==> config.mk <==
export PLATFORM = sky130hd
export DESIGN_NAME = collision_reader
export DESIGN_NICKNAME = d
export VERILOG_FILES = /design/src/rtl/jj_pkg.sv /design/src/rtl/collision_reader.sv
export SDC_FILE = /design/constraint.sdc
export NUM_CORES = 1
export LEC_CHECK = 0
export CAP_MARGIN = 20
export CORE_ASPECT_RATIO = 0.9
export CORE_MARGIN = 1
export CORE_UTILIZATION = 42
export CTS_BUF_LIST = sky130_fd_sc_hd__clkbuf_4 sky130_fd_sc_hd__clkbuf_8
export DETAILED_ROUTE_END_ITERATION = 10
export PLACE_DENSITY_LB_ADDON = 0.25
export SLEW_MARGIN = 15
export SYNTH_ARGS = -nofsm -noshare
export SYNTH_HDL_FRONTEND = slang
export SYNTH_SLANG_ARGS = --single-unit
==> constraint.sdc <==
create_clock -name clk -period 2.3 [get_ports clk]
set_input_delay 0.46 -clock clk [delete_from_list [all_inputs] [get_ports clk]]
set_output_delay 0.46 -clock clk [all_outputs]
set_load 0.02 [all_outputs]
==> src/rtl/jj_pkg.sv <==
// Shared game geometry: wall-map dimensions, sprite size and coordinate widths.
package jj_pkg;

  localparam int unsigned MAP_W  = 160;
  localparam int unsigned MAP_H  = 120;
  localparam int unsigned DUDE_W = 4;
  localparam int unsigned DUDE_H = 4;
  localparam int unsigned X_W    = 8;
  localparam int unsigned Y_W    = 7;

  // One bit wider than the coordinates so bound sums never wrap.
  localparam int unsigned XE_W   = X_W + 1;
  localparam int unsigned YE_W   = Y_W + 1;
  // Row counter within the sprite.
  localparam int unsigned ROW_W  = (DUDE_H > 1) ? $clog2(DUDE_H) : 1;

  // Sprite position latched for the duration of one check.
  typedef struct packed {
    logic [X_W-1:0] x;
    logic [Y_W-1:0] y;
  } coord_t;

endpackage

==> src/rtl/collision_reader.sv <==
// Reads the wall-map rows under the sprite and reports wall overlap or out-of-bounds.
module collision_reader
  import jj_pkg::*;
(
  input  logic             clk,
  input  logic             resetn,
  input  logic             start,
  input  logic [X_W-1:0]   dude_x,
  input  logic [Y_W-1:0]   dude_y,
  output logic             busy,
  output logic             done,
  output logic             hit,
  output logic             oob,
  output logic             ram_rd_en,
  output logic [Y_W-1:0]   ram_addr,
  input  logic [MAP_W-1:0] ram_rdata
);

  localparam logic [1:0] S_IDLE  = 2'd0;
  localparam logic [1:0] S_READ  = 2'd1;
  localparam logic [1:0] S_DRAIN = 2'd2;
  localparam logic [1:0] S_DONE  = 2'd3;

  logic [1:0]       state_q, state_d;
  coord_t           pos_q, pos_d;
  logic [ROW_W-1:0] row_q, row_d;
  logic             busy_q, busy_d;
  logic             done_q, done_d;
  logic             hit_q, hit_d;
  logic             oob_q, oob_d;
  logic             rd_en_q, rd_en_d;
  logic [Y_W-1:0]   addr_q, addr_d;
  logic             rd_vld_q, rd_vld_d;

  logic             oob_c;
  logic             win_hit_c;

  // Bounds test on the incoming coordinates, evaluated one bit wide so it cannot wrap.
  assign oob_c = (({1'b0, dude_x} + XE_W'(DUDE_W)) > XE_W'(MAP_W)) ||
                 (({1'b0, dude_y} + YE_W'(DUDE_H)) > YE_W'(MAP_H));

  // Any wall pixel inside the sprite's column window of the returned row.
  assign win_hit_c = |ram_rdata[pos_q.x +: DUDE_W];

  // Next state, latched coordinates and registered outputs.
  always_comb begin
    state_d  = state_q;
    pos_d    = pos_q;
    row_d    = row_q;
    hit_d    = hit_q;
    oob_d    = oob_q;
    addr_d   = addr_q;
    done_d   = (state_q == S_DONE);
    rd_en_d  = (state_q == S_READ);
    rd_vld_d = rd_en_q;

    // Row data returns one cycle after the strobe; fold it into the sticky hit.
    if (rd_vld_q && win_hit_c) begin
      hit_d = 1'b1;
    end

    if (state_q == S_READ) begin
      addr_d = Y_W'(pos_q.y + Y_W'(row_q));
    end

    case (state_q)
      S_IDLE: begin
        if (start) begin
          pos_d.x = dude_x;
          pos_d.y = dude_y;
          row_d   = '0;
          hit_d   = 1'b0;
          oob_d   = 1'b0;
          if (oob_c) begin
            hit_d   = 1'b1;
            oob_d   = 1'b1;
            state_d = S_DONE;
          end else begin
            state_d = S_READ;
          end
        end
      end
      S_READ: begin
        if (row_q == ROW_W'(DUDE_H - 1)) begin
          state_d = S_DRAIN;
        end else begin
          row_d = row_q + ROW_W'(1);
        end
      end
      S_DRAIN: state_d = S_DONE;
      S_DONE:  state_d = S_IDLE;
      default: state_d = S_IDLE;
    endcase

    busy_d = (state_d != S_IDLE);
  end

  // State register with synchronous active-low reset.
  always_ff @(posedge clk) begin
    if (!resetn) begin
      state_q <= S_IDLE;
    end else begin
      state_q <= state_d;
    end
  end

  // Datapath and output registers.
  always_ff @(posedge clk) begin
    if (!resetn) begin
      pos_q    <= '0;
      row_q    <= '0;
      busy_q   <= 1'b0;
      done_q   <= 1'b0;
      hit_q    <= 1'b0;
      oob_q    <= 1'b0;
      rd_en_q  <= 1'b0;
      addr_q   <= '0;
      rd_vld_q <= 1'b0;
    end else begin
      pos_q    <= pos_d;
      row_q    <= row_d;
      busy_q   <= busy_d;
      done_q   <= done_d;
      hit_q    <= hit_d;
      oob_q    <= oob_d;
      rd_en_q  <= rd_en_d;
      addr_q   <= addr_d;
      rd_vld_q <= rd_vld_d;
    end
  end

  assign busy      = busy_q;
  assign done      = done_q;
  assign hit       = hit_q;
  assign oob       = oob_q;
  assign ram_rd_en = rd_en_q;
  assign ram_addr  = addr_q;

endmodule

==> impl_metrics.csv <==
group,metric,value,unit
layout,nets,1042,
synthesis,yosysSeqAreaShare,12.6,%
layout,fin_area,8310,um2
floorplanning,die_area,12600,um2
placement,place_ws,-0.544,ns
floorplanning,die_h,107,um
worst_setup_path,crit_arrival,2.53,ns
floorplanning,initial_utilization,43.9,%
clock_network,clkTransAtPathRegs,0.07,ns
worst_setup_path,required,2.47,ns
sta,min_period_over_period,102,%
layout,post-route-util,71.5,%
sta,worstMarginPinSlew,0.566,ns
outcome,status,"finished with violations",
synthesis,syn_nets,760,
synthesis,synth_edf_count,0,
placement,dp.final_hpwl,16300,um
clock_network,cts_tree,"done",
worst_setup_path,critical_path_class,"reg -> reg",
clock_network,cts_sinks,32,
clock_network,cts_buffers,5,
run,max-cap-violations,0,
floorplanning,core_region_area,11600,um2
layout,final_common_cell,"clkdlybuf4s50_1",
layout,drive_above_1_share,28.1,%
drt,drc,0,
power_and_ir_drop,ir_drop,0.359,mV
global_routing,grt_start_max_net_pins,24,
sta,setup-violations-final,1,
synthesis,ys_warn_count,0,
synthesis,syn_area_per_cell,8.85,um2
synthesis,synth_cell_types,69,
global_routing,grtUsageTotal,33.3,%
synthesis,synth_area,5100,um2
sta,max_clock_freq,425,MHz
drt,drt_wl_total,21500,um
drt,met2WireLength,9970,um
global_routing,grt_pass1_wl,33100,um
sta,relSlewSlack,61.3,%
synthesis,synth-main-ff-cell,"dfxtp_1",
layout,seq_area,649,um2
layout,area_growth,63.0,%
global_routing,grt_pass1_vias,6433,
placement,placed_area,7810,um2
clock_network,cts_max_level,2,
layout,final_cell_mix,"clkdlybuf4s50_1 (177), buf_4 (118), nand2_1 (68)",
outcome,violations,"setup timing",
synthesis,synthArstFlopShare,0,%
clock_network,worstSkewPairLatency,0.29,ns
floorplanning,die_w,118,um
sta,hold_viol,0,
layout,fillers,898,
synthesis,syn_inst,576,
drt,dr.max_layer_used,"met4",
floorplanning,io_pins,190,
min_path,hp-class,"reg -> reg",
drt,num_vias,6428,
clock_network,cts_hold_buf,0,
drt,via_per_inst,6.33,
layout,stdcell_count,1015,
placement,gp_congestion,0.930,
power_and_ir_drop,power_leakage,3.10,nW
drt,antenna_left,0,
placement,portBuffers,189,
floorplanning,fp-row-count,37,
worst_setup_path,worstSetupStartpointType,"flop",
worst_setup_path,path_max_fanout,8,
sta,period_needed,2.35,ns
layout,diodes,0,
global_routing,grt_overflow_total,0,
power_and_ir_drop,powerDensity,352,nW/um2
sta,report.final.slew_viol_count,0,
drt,met1_length,8960,um
clock_network,cts-root-buf,"clkbuf_8",
drt,dr.pass1.iters,5,
synthesis,ys_ff_latch,32,
drt,wl_met3,1990,um
drt,drtIter0Drc,628,
sta,skew,0.00689,ns
placement,dp.cells,988,
drt,detail_route.wl_per_cell,21.2,um
layout,multi_input_area,4140,um2
worst_setup_path,critPathCaptureType,"flop",
sta,grt_setup_unrepaired,"true",
global_routing,antenna_found_initial,0,
sta,setup_ws,-0.0526,ns
clock_network,cts_max_path_buffers,2,
==> final timing paths <==
path / cells after the start / start / slack (ns) / end
worst max-delay path: 9 / pos_q[8] / -0.05 / hit
worst min register to register: 2 / pos_q[0] / 0.48 / pos_q[0]
worst min-delay path: 2 / pos_q[0] / 0.48 / pos_q[0]
worst max register to register: 9 / pos_q[8] / -0.05 / hit
==> repair_timing <==
item,CTS,global route
endpoints found under the setup margin,1,3
resized for setup,23,33
pin swaps,10,9
gates cloned,2,0
setup buffers,8,9
==> per-stage QoR <==
step,TNS [ns],total power [mW],hold slack [ns]
after floorplan,0,1.48,0.435
after global placement,-0.805,2.20,0.448
after detailed placement,-0.959,2.24,0.456
after CTS,0,2.85,0.473
after global routing,-0.141,3.06,0.502
final,-0.0526,2.92,0.481
==> final cells by class <==
cell class              count  share of cell area, %
multi-input cells         473                   49.8
clock inverters             3                  0.512
flip-flops and latches     32                   7.82
clock buffers               5                  0.828
well taps                 156                   2.35
repair buffers            326                   37.8
inverters                  20                  0.904
==> metal layers <==
layer / up-vias / GRT usage [%]
met5: - / 0
met4: 0 / 10.6
met3: 59 / 6.22
met2: 407 / 54.7
met1: 3122 / 44.2
li1: 2840 / -
==> synth_stat cells (4+ instances only) <==
library cell | count | area, um2
and2_1 | 12 | 75.1
nand2_1 | 69 | 259
buf_4 | 8 | 60.1
a31oi_1 | 5 | 31.3
inv_1 | 17 | 63.8
a221oi_1 | 5 | 43.8
a211oi_1 | 20 | 150
mux2_2 | 13 | 146
ha_1 | 5 | 62.6
a21oi_1 | 31 | 155
o221ai_1 | 5 | 43.8
o31ai_1 | 12 | 90.1
a2111oi_0 | 14 | 123
nor3_1 | 12 | 60.1
and3_1 | 4 | 25.0
a22oi_1 | 4 | 30.0
nor2_1 | 49 | 184
nor2b_1 | 21 | 131
clkbuf_1 | 17 | 63.8
nand3_1 | 5 | 25.0
a32oi_1 | 4 | 35.0
buf_6 | 12 | 135
nand2b_1 | 4 | 25.0
mux2i_1 | 43 | 430
o2111ai_1 | 6 | 52.6
dfxtp_1 | 32 | 641
o21ai_0 | 10 | 50.1
mux4_2 | 53 | 1190
o311ai_0 | 5 | 43.8
a2bb2oi_1 | 4 | 35.0
buf_2 | 9 | 45.0
==> logic make-up after synthesis <==
| group | synth area share (%) |
|---|---|
| simple gates | 17.8 |
| xor+xnor | 0.859 |
| compound gates | 23.2 |
| mux | 35.8 |
| flops | 12.6 |
| buf+inv | 8.25 |
| fa+ha+maj | 1.62 |
==> power breakdown <==
part	internal, mW	switching (mW)	total, mW
sequential	0.600	0.0500	0.650
combinational	0.970	0.757	1.73
clock	0.320	0.227	0.547
total	1.89	1.03	2.92
==> critical path, cell delays in order, from the launching register on <==
cell	delay, ns
dfxtp_4	0.38
buf_12	0.15
buf_6	0.12
nor3_2	0.16
a21oi_1	0.07
mux4_2	0.48
a211oi_2	0.25
o2111ai_2	0.16
a221oi_2	0.35
o31ai_1	0.10
==> flip-flops by register name, indices dropped and copies added, names as in the netlist, 2 cells and up <==
register  count
pos_q        15
ram_addr      7
row_q         2
state_q       2
No activity file was read; power rests on OpenSTA's default activity.
